## src/rtl/dut_stream_buf_pkg.sv

```systemverilog
// Shared constants and types for the dut_stream_buf elastic buffer and its env.
// The UVM env picks up the default widths from here as well.
package dut_stream_pkg;

    localparam int DEFAULT_DATA_W = 8;
    localparam int DEFAULT_DEPTH  = 16;

    localparam int                    DROP_CNT_W   = 16;
    localparam logic [DROP_CNT_W-1:0] DROP_CNT_MAX = '1;

    typedef enum logic {
        MODE_BACKPRESSURE = 1'b0,
        MODE_DROP         = 1'b1
    } stream_mode_e;

    function automatic stream_mode_e mode_from_param(input int drop_on_full);
        return (drop_on_full != 0) ? MODE_DROP : MODE_BACKPRESSURE;
    endfunction

endpackage

```

## src/rtl/dut_sync_fifo.sv

```systemverilog
// Single-clock FIFO with occupancy count; the count (one bit wider than the
// pointers) alone decides full and empty, so the pointers wrap naturally.
module dut_sync_fifo
    import dut_stream_pkg::*;
#(
    parameter int DATA_W = DEFAULT_DATA_W,
    parameter int DEPTH  = DEFAULT_DEPTH,
    localparam int PTR_W = $clog2(DEPTH),
    localparam int CNT_W = PTR_W + 1
) (
    input  logic              clk,
    input  logic              rst_n,
    input  logic              push,
    input  logic [DATA_W-1:0] wdata,
    input  logic              pop,
    output logic [DATA_W-1:0] rdata,
    output logic              full,
    output logic              empty,
    output logic [CNT_W-1:0]  count
);

    logic [DATA_W-1:0] mem [DEPTH];
    logic [PTR_W-1:0]  wr_ptr;
    logic [PTR_W-1:0]  rd_ptr;
    logic              do_push;
    logic              do_pop;

    assign full    = (count == CNT_W'(DEPTH));
    assign empty   = (count == '0);
    assign do_push = push && !full;
    assign do_pop  = pop && !empty;
    assign rdata   = mem[rd_ptr];

    // NOTE: the storage array has no reset; the count guards every read, and
    // leaving it unreset lets it map onto plain RAM.
    always_ff @(posedge clk) begin
        if (do_push) begin
            mem[wr_ptr] <= wdata;
        end
    end

    // NOTE: sequential state uses non-blocking assignments only, so every
    // register samples pre-edge values regardless of statement order.
    always_ff @(posedge clk or negedge rst_n) begin
        if (!rst_n) begin
            wr_ptr <= '0;
            rd_ptr <= '0;
            count  <= '0;
        end else begin
            if (do_push) wr_ptr <= wr_ptr + PTR_W'(1);
            if (do_pop)  rd_ptr <= rd_ptr + PTR_W'(1);
            case ({do_push, do_pop})
                2'b10:   count <= count + CNT_W'(1);
                2'b01:   count <= count - CNT_W'(1);
                default: count <= count;
            endcase
        end
    end

endmodule

```

## src/rtl/dut_stream_buf.sv

```systemverilog
// Elastic stream buffer: FIFO plus one output register with an empty-FIFO
// bypass, registered rx_rdy, occupancy reporting and a saturating drop counter.
module dut_stream_buf
    import dut_stream_pkg::*;
#(
    parameter int DATA_W       = DEFAULT_DATA_W,
    parameter int DEPTH        = DEFAULT_DEPTH,
    parameter int DROP_ON_FULL = 0,
    localparam int FILL_W      = $clog2(DEPTH + 2)
) (
    input  logic                  clk,
    input  logic                  rst_n,
    input  logic [DATA_W-1:0]     rxd,
    input  logic                  rx_dv,
    output logic                  rx_rdy,
    output logic [DATA_W-1:0]     txd,
    output logic                  tx_en,
    input  logic                  tx_rdy,
    output logic [FILL_W-1:0]     fill,
    output logic [DROP_CNT_W-1:0] drop_cnt
);

    localparam stream_mode_e MODE  = mode_from_param(DROP_ON_FULL);
    localparam int           CNT_W = $clog2(DEPTH) + 1;

    logic              fifo_push;
    logic              fifo_pop;
    logic              fifo_full;
    logic              fifo_empty;
    logic [DATA_W-1:0] fifo_head;
    logic [CNT_W-1:0]  fifo_count;
    logic [CNT_W-1:0]  count_next;
    logic              out_free;
    logic              accept;
    logic              dropped;
    logic              bypass;
    logic              tx_en_next;

    dut_sync_fifo #(
        .DATA_W (DATA_W),
        .DEPTH  (DEPTH)
    ) u_fifo (
        .clk   (clk),
        .rst_n (rst_n),
        .push  (fifo_push),
        .wdata (rxd),
        .pop   (fifo_pop),
        .rdata (fifo_head),
        .full  (fifo_full),
        .empty (fifo_empty),
        .count (fifo_count)
    );

    // NOTE: every signal gets a value on every path through this block, so no
    // latch is inferred.
    always_comb begin
        out_free = !tx_en || tx_rdy;
        accept   = 1'b0;
        dropped  = 1'b0;
        if (MODE == MODE_DROP) begin
            // A pop in the same cycle does not make room for a word arriving at full.
            accept  = rx_dv && !fifo_full;
            dropped = rx_dv && fifo_full;
        end else begin
            accept  = rx_dv && rx_rdy;
        end
        fifo_pop   = out_free && !fifo_empty;
        bypass     = out_free && fifo_empty && accept;
        fifo_push  = accept && !bypass;
        tx_en_next = out_free ? (fifo_pop || bypass) : 1'b1;
        count_next = fifo_count;
        if (fifo_push && !fifo_pop) count_next = fifo_count + CNT_W'(1);
        if (fifo_pop && !fifo_push) count_next = fifo_count - CNT_W'(1);
    end

    always_ff @(posedge clk or negedge rst_n) begin
        if (!rst_n) begin
            txd      <= '0;
            tx_en    <= 1'b0;
            rx_rdy   <= 1'b0;
            fill     <= '0;
            drop_cnt <= '0;
        end else begin
            tx_en <= tx_en_next;
            if (fifo_pop) begin
                txd <= fifo_head;
            end else if (bypass) begin
                txd <= rxd;
            end
            // Looks only at the FIFO's next count, never at tx_rdy directly.
            rx_rdy <= (MODE == MODE_DROP) ? 1'b1 : (count_next < CNT_W'(DEPTH));
            fill   <= FILL_W'(count_next) + FILL_W'(tx_en_next);
            if (dropped && (drop_cnt != DROP_CNT_MAX)) begin
                drop_cnt <= drop_cnt + DROP_CNT_W'(1);
            end
        end
    end

endmodule
```

## config.mk

```make
export PLATFORM = sky130hd
export DESIGN_NAME = dut_stream_buf
export DESIGN_NICKNAME = d
export VERILOG_FILES = /design/src/rtl/dut_stream_buf_pkg.sv /design/src/rtl/dut_sync_fifo.sv /design/src/rtl/dut_stream_buf.sv
export SDC_FILE = /design/constraint.sdc
export NUM_CORES = 1
export LEC_CHECK = 0
export ABC_AREA = 0
export BUFFER_PORTS_ARGS = -buffer_cell sky130_fd_sc_hd__buf_2
export CAP_MARGIN = 10
export CORE_MARGIN = 8
export CORE_UTILIZATION = 30
export DETAILED_ROUTE_END_ITERATION = 12
export GPL_TIMING_DRIVEN = 0
export SYNTH_ARGS = -nofsm -noshare
export SYNTH_HDL_FRONTEND = slang
export SYNTH_SLANG_ARGS = --single-unit
```

## constraint.sdc

```tcl
create_clock -name clk -period 3.2 [get_ports clk]
set_input_delay 0.48 -clock clk [delete_from_list [all_inputs] [get_ports clk]]
set_output_delay 0.48 -clock clk [all_outputs]
set_load 0.1 [all_outputs]
```

### Word level (Yosys, flattened, before mapping)

Memories as Yosys holds them, arrays and structs flattened.
Index checks and enable logic that the tools add are counted.

| word-level totals | value |
|---|---|
| register bits | 28 |
| word-level logic and storage cells | 45 |
| output and inout bits | 31 |
| memories kept | 1 |
| RAM bits | 128 |
| input bits | 12 |

| cells by class | value |
|---|---|
| multiplexer cells | 8 |
| equality and inequality tests | 3 |
| $lt $le $gt $ge | 1 |
| add/sub/neg operators | 5 |
| reduce and logical (&&, ||, !) cells | 20 |

Memories:

| memory | words | bits a word | read ports | clocked after Yosys merged registers in | write ports | RTL line | source |
|---|---|---|---|---|---|---|---|
| u_fifo.mem | 16 | 8 | 1 | 0 | 1 | dut_sync_fifo.sv:22 | `logic [DATA_W-1:0] mem [DEPTH];` |

Operator list:

| kind | count |
|---|---|
| $mux 8 | 2 |
| $mux 5 | 2 |
| $pmux 5 s2 | 1 |
| $logic_and 1x1->1 | 9 |
| $add 4x1->4 const B | 2 |
| $logic_not 1->1 | 6 |
| $add 5x1->5 | 1 |
| $add 5x1->5 const B | 1 |
| $eq 5x5->1 const B | 1 |
| $logic_not 5->1 | 1 |
| $lt 5x5->1 const B | 1 |
| $sub 5x1->5 const B | 1 |
| $reduce_bool 2->1 | 2 |
| $mux 1 | 3 |
| $eq 2x1->1 const B | 1 |
| $eq 2x2->1 const B | 1 |
| $logic_or 1x1->1 | 2 |

### Logic depth before layout (Yosys ltp)

| logic depth | value |
|---|---|
| word-level depth | 10 |
| mapped depth | 11 |
| gate-level depth less buffers | 10 |

### Cells and area by module

From an unflattened synthesis, not the netlist that was laid out.

| unflattened totals | value |
|---|---|
| cells, all modules | 438 |
| area total of the unflattened synthesis | 6797.8 sq um |

By module, submodules not included:

| module | cells an instance | area each (sq um) | sequential area each (sq um) | instances |
|---|---|---|---|---|
| dut_sync_fifo | 332 | 5779.3 | 4169.0 | 1 |
| dut_stream_buf | 106 | 1018.5 | 375.4 | 1 |

### Worst setup path after synthesis

OpenSTA, ideal clock, no wires.

| timing path | value |
|---|---|
| path type | register to register |
| start | reg tx_en |
| end | mem u_fifo.mem[0][0] (netlist name), enable pin |
| library setup time | 395 ps |
| setup slack | 54 ps |
| arrival time | 2751 ps |
| required time | 2805 ps |
| buffers on the path | 1 |
| cell stages (with the launch flop) | 7 |
| clock period less this slack | 3146 ps |
| path through | dfrtp_1 -> nand2b_1 -> o211ai_1 -> nor2b_1 -> clkbuf_1 -> inv_1 -> nor4_1 |

| between the ends | value |
|---|---|
| cells in the longest elaborated chain, start to end | 9 |

RTL lines:

| element | RTL line | source |
|---|---|---|
| from (decl) | dut_stream_buf.sv:17 | `output logic tx_en,` |
| from (signal assigned) | dut_stream_buf.sv:84 | `tx_en <= tx_en_next;` |
| $logic_not 1->1 | dut_stream_buf.sv:57 | `out_free = !tx_en \|\| tx_rdy;` |
| $logic_or 1x1->1 | dut_stream_buf.sv:57 |  |
| $logic_and 1x1->1 (2 in a row) | dut_stream_buf.sv:68 | `bypass = out_free && fifo_empty && accept;` |
| $logic_not 1->1 | dut_stream_buf.sv:69 | `fifo_push = accept && !bypass;` |
| $logic_and 1x1->1 | dut_stream_buf.sv:69 |  |
| $logic_and 1x1->1 | dut_sync_fifo.sv:30 | `assign do_push = push && !full;` |
| $mux 1 | dut_sync_fifo.sv:37 | `if (do_push) begin` |
| $mux 1 (not written as such) | dut_sync_fifo.sv:38 | `mem[wr_ptr] <= wdata;` |
| to (decl) | dut_sync_fifo.sv:22 |  |

Every way passes these cells.

### Worst setup path in the final report

| timing path | value |
|---|---|
| start | reg u_fifo.count[0] |
| end | mem u_fifo.mem[4][3] (netlist name), enable pin |

| between the ends | value |
|---|---|
| cells in the longest elaborated chain, start to end | 8 |
| elaborated cells between the ends (all ways) | 10 |
| those cells by class | 1 x eq/ne; 2 x mux; 7 x reduce/logical |

RTL lines:

| element | RTL line | source |
|---|---|---|
| from (decl) | dut_sync_fifo.sv:19 | `output logic [CNT_W-1:0] count` |
| from (signal assigned) | dut_sync_fifo.sv:53 | `2'b10: count <= count + CNT_W'(1);` |
| from (signal assigned) | dut_sync_fifo.sv:54 | `2'b01: count <= count - CNT_W'(1);` |
| from (signal assigned) | dut_sync_fifo.sv:55 | `default: count <= count;` |
| $logic_not 5->1 | dut_sync_fifo.sv:29 | `assign empty = (count == '0);` |
| $logic_and 1x1->1 (2 in a row) | dut_stream_buf.sv:68 |  |
| $logic_not 1->1 | dut_stream_buf.sv:69 |  |
| $logic_and 1x1->1 | dut_stream_buf.sv:69 |  |
| $logic_and 1x1->1 * | dut_sync_fifo.sv:30 |  |
| $mux 1 * | dut_sync_fifo.sv:37 |  |
| $mux 1 (not written as such) * | dut_sync_fifo.sv:38 |  |

Mark *: on every way between the ends. The rest lies on a longest branch, timed or not.

==> results.cfg <==
[power]
fin_total_pwr_mw = 7.496
peakVddDrop_mv = 0.4686
p_per_area_nw_per_um2 = 957.6
leakagePower_nw = 2.808

[worst_setup_path]
critPathBufInv = 3
critPathTopFamily = simple AND/OR/NAND/NOR gates
cp_max_fo = 8
rrSetupSlack_ns = 0.33
critPathCaptureType = register
worstReg2RegEnd = u_fifo.mem[4][3]
ff2ff_path_depth = 8
worstPathArrival_ns = 2.99
startpoint_type = register
required_ns = 3.32
critPathSlowestCell = nor3_1
r2r_start = u_fifo.count[0]
critPathMaxStageDelay_ns = 0.59
cp_cell_sequence = inv_1 > ha_1 > o211ai_1 > nor2b_1 > clkbuf_1 > nand2_1 > nor3_1 > buf_2
crit_type = register to register

[floorplan]
initial_utilization = 0.3055
dieArea_um2 = 27170
die_x_um = 164.8
die-height_um = 164.8
rows = 54
io_pins = 43
core_area_um2 = 21760

[logic_synthesis]
synth.distinct_cells = 43
syn_inst = 417
synthTopCellsByArea = edfxtp_1, dfrtp_1, mux4_2
syn_area_um2 = 6646
synth_top_area_cell = edfxtp_1
syn_avg_cell_area_um2 = 15.94
ys.flop_type = edfxtp_1
ys_seq_area_frac = 0.6837
yosysTopAreaCellShare = 0.5783
synthArstFlopShare = 0.1795
yosysMostFrequentCell = edfxtp_1
synth_edf_count = 128
synth_seq_cells = 156
netlist_top_cells_count = edfxtp_1, mux2i_1, dfrtp_1
yosys_warnings = 0

[timing]
skew_ns = 0.009892
min_period_ns = 2.875
finalHoldViolations = 0
min_period_over_period = 0.8984
slew_violations = 0
worst_pin_slew_ns = 1.015
fmax_mhz = 347.8
rsz0062_at_grt = no
setup_violations = 0
relSlewSlack = 0.3183

[global_route]
grt_pass1_vias = 3816
grt_pass1_wl_um = 21410
track_usage = 0.1058
grt_max_degree = 29
antenna_found_initial = 0
grt_overflow = 0

[route]
drc = 0
routed_via_density = 4.793
drtIter0Drc = 247
drtPass1Iterations = 5
vias = 3729
postRouteAntennaNets = 0
wl_um = 14000
wl_per_cell_um = 17.99

[clock_tree]
post_cts_buffers = 0
clk_latency_ns = 0.42
ctsResizeCount = 0
ctsHoldBuffers = 0
cts_buffers = 17
clockRootBuffer = clkbuf_16
cts_tree = done
htree_levels = 4
cts_sinks = 156
clockBufferDepth = 2
path_clk_slew_ns = 0.06

[cells_and_area]
final_util = 0.3598
nFillCells = 2063
final_cells = 778
drive_gt1_frac = 0.2309
fin_nets = 508
antenna_cells = 0
area_growth_syn_to_layout_pct = 17.79

[flow_run]
maxCapViolCount = 0

[placement]
placed_cells = 745
portBuffers = 26
gp_congestion = 0.8152
hpwl_um = 9686

[run_status]
status = finished, final reports clean

[worst_hold_path]
worst_hold_path_type = input pin to async pin
==> layout make-up <==
class,count,area [um^2],share of cell area
buffer,35,206.4,0.02637
inverter,10,37.54,0.004795
timing repair buffer,34,185.2,0.02365
clock inverter,13,132.6,0.01694
sequential,156,4544,0.5805
tap,280,350.3,0.04475
clock buffer,19,432.9,0.05530
multi-input combinational,231,1939,0.2477
==> registers in the layout (all words and copies together) (netlist names) <==
signal         count
u_fifo.mem       128
txd                8
fill               5
u_fifo.count       5
u_fifo.rd_ptr      4
u_fifo.wr_ptr      4
rx_rdy             1
tx_en              1
==> per-stage QoR <==
stage / setup WS, ns / TNS (ns) / area (um^2) / hold slack, ns
after floorplan: 0.05430 / 0 / 6703 / 0.1844
after global placement: -0.6488 / -19.79 / 7183 / 0.4835
after detailed placement: -0.05334 / -0.4237 / 7258 / 0.4993
after CTS: 0.1088 / 0 / 7824 / 0.1257
after global routing: 0.1313 / 0 / 7829 / 0.1480
final: 0.3250 / 0 / 7829 / 0.1271
==> cell families after synthesis <==
logic type | after synthesis | share of synthesized area
compound gates | 46 | 0.05215
flops | 156 | 0.6837
mux | 50 | 0.1056
simple gates | 92 | 0.07831
buf+inv | 45 | 0.03671
fa+ha+maj | 11 | 0.02071
xor+xnor | 16 | 0.02222
other cells | 1 | 0.0005642
==> where the power goes <==
part | switching [mW] | internal [mW] | total [mW]
clock | 0.812 | 1.09 | 1.90
combinational | 1.96 | 0.936 | 2.89
sequential | 0.184 | 2.52 | 2.70
total | 2.95 | 4.54 | 7.50
==> cell usage in the layout, fill, tap and decap left out, types with 2 or more instances in the layout <==
cell / netlist / layout
a21oi_1: 5 / 5
a22oi_1: 16 / 16
and2_1: 2 / 2
and3_1: 5 / 5
buf_1: 3 / 3
buf_2: 6 / 34
buf_4: 16 / 22
clkbuf_1: 9 / 11
clkbuf_16: 0 / 17
clkinv_4: 0 / 2
clkinvlp_4: 0 / 3
conb_1: 1 / 16
dfrtp_1: 28 / 28
edfxtp_1: 128 / 128
ha_1: 11 / 11
inv_1: 10 / 10
inv_6: 0 / 4
inv_8: 0 / 2
mux2i_1: 33 / 33
mux4_2: 16 / 16
nand2_1: 7 / 7
nand3_1: 22 / 22
nand4_1: 4 / 4
nor2_1: 13 / 13
nor2b_1: 20 / 20
nor3_1: 7 / 7
nor4_2: 0 / 4
o21ai_0: 11 / 11
o32a_1: 8 / 8
xnor2_1: 8 / 8
xor2_1: 7 / 7
==> worst max path at each step <==
stage / from / endpoint / slack [ns] / cells after the start
6_report: u_fifo.count[0] / u_fifo.mem[4][3] / 0.33 / 8
5_1_grt: u_fifo.count[0] / u_fifo.mem[4][2] / 0.13 / 8
4_1_cts: u_fifo.count[0] / u_fifo.mem[4][2] / 0.11 / 7
3_5_place_dp: tx_rdy / u_fifo.mem[4][1] / -0.05 / 7
3_3_place_gp: tx_rdy / u_fifo.mem[3][6] / -0.65 / 7
2_1_floorplan: tx_en / u_fifo.mem[0][0] / 0.05 / 6
==> layer usage <==
layer  GRT usage  up-vias  part of all wire  wire [um]
met3     0.03290       13             0.060        840
met2      0.1766      113              0.49       6828
met5           0        -                 0          0
met1      0.1288     1887              0.44       6158
met4     0.03276        0             0.012        168
li1            -     1716                 -          -
Note: power is estimated with default switching activity, not from simulation.
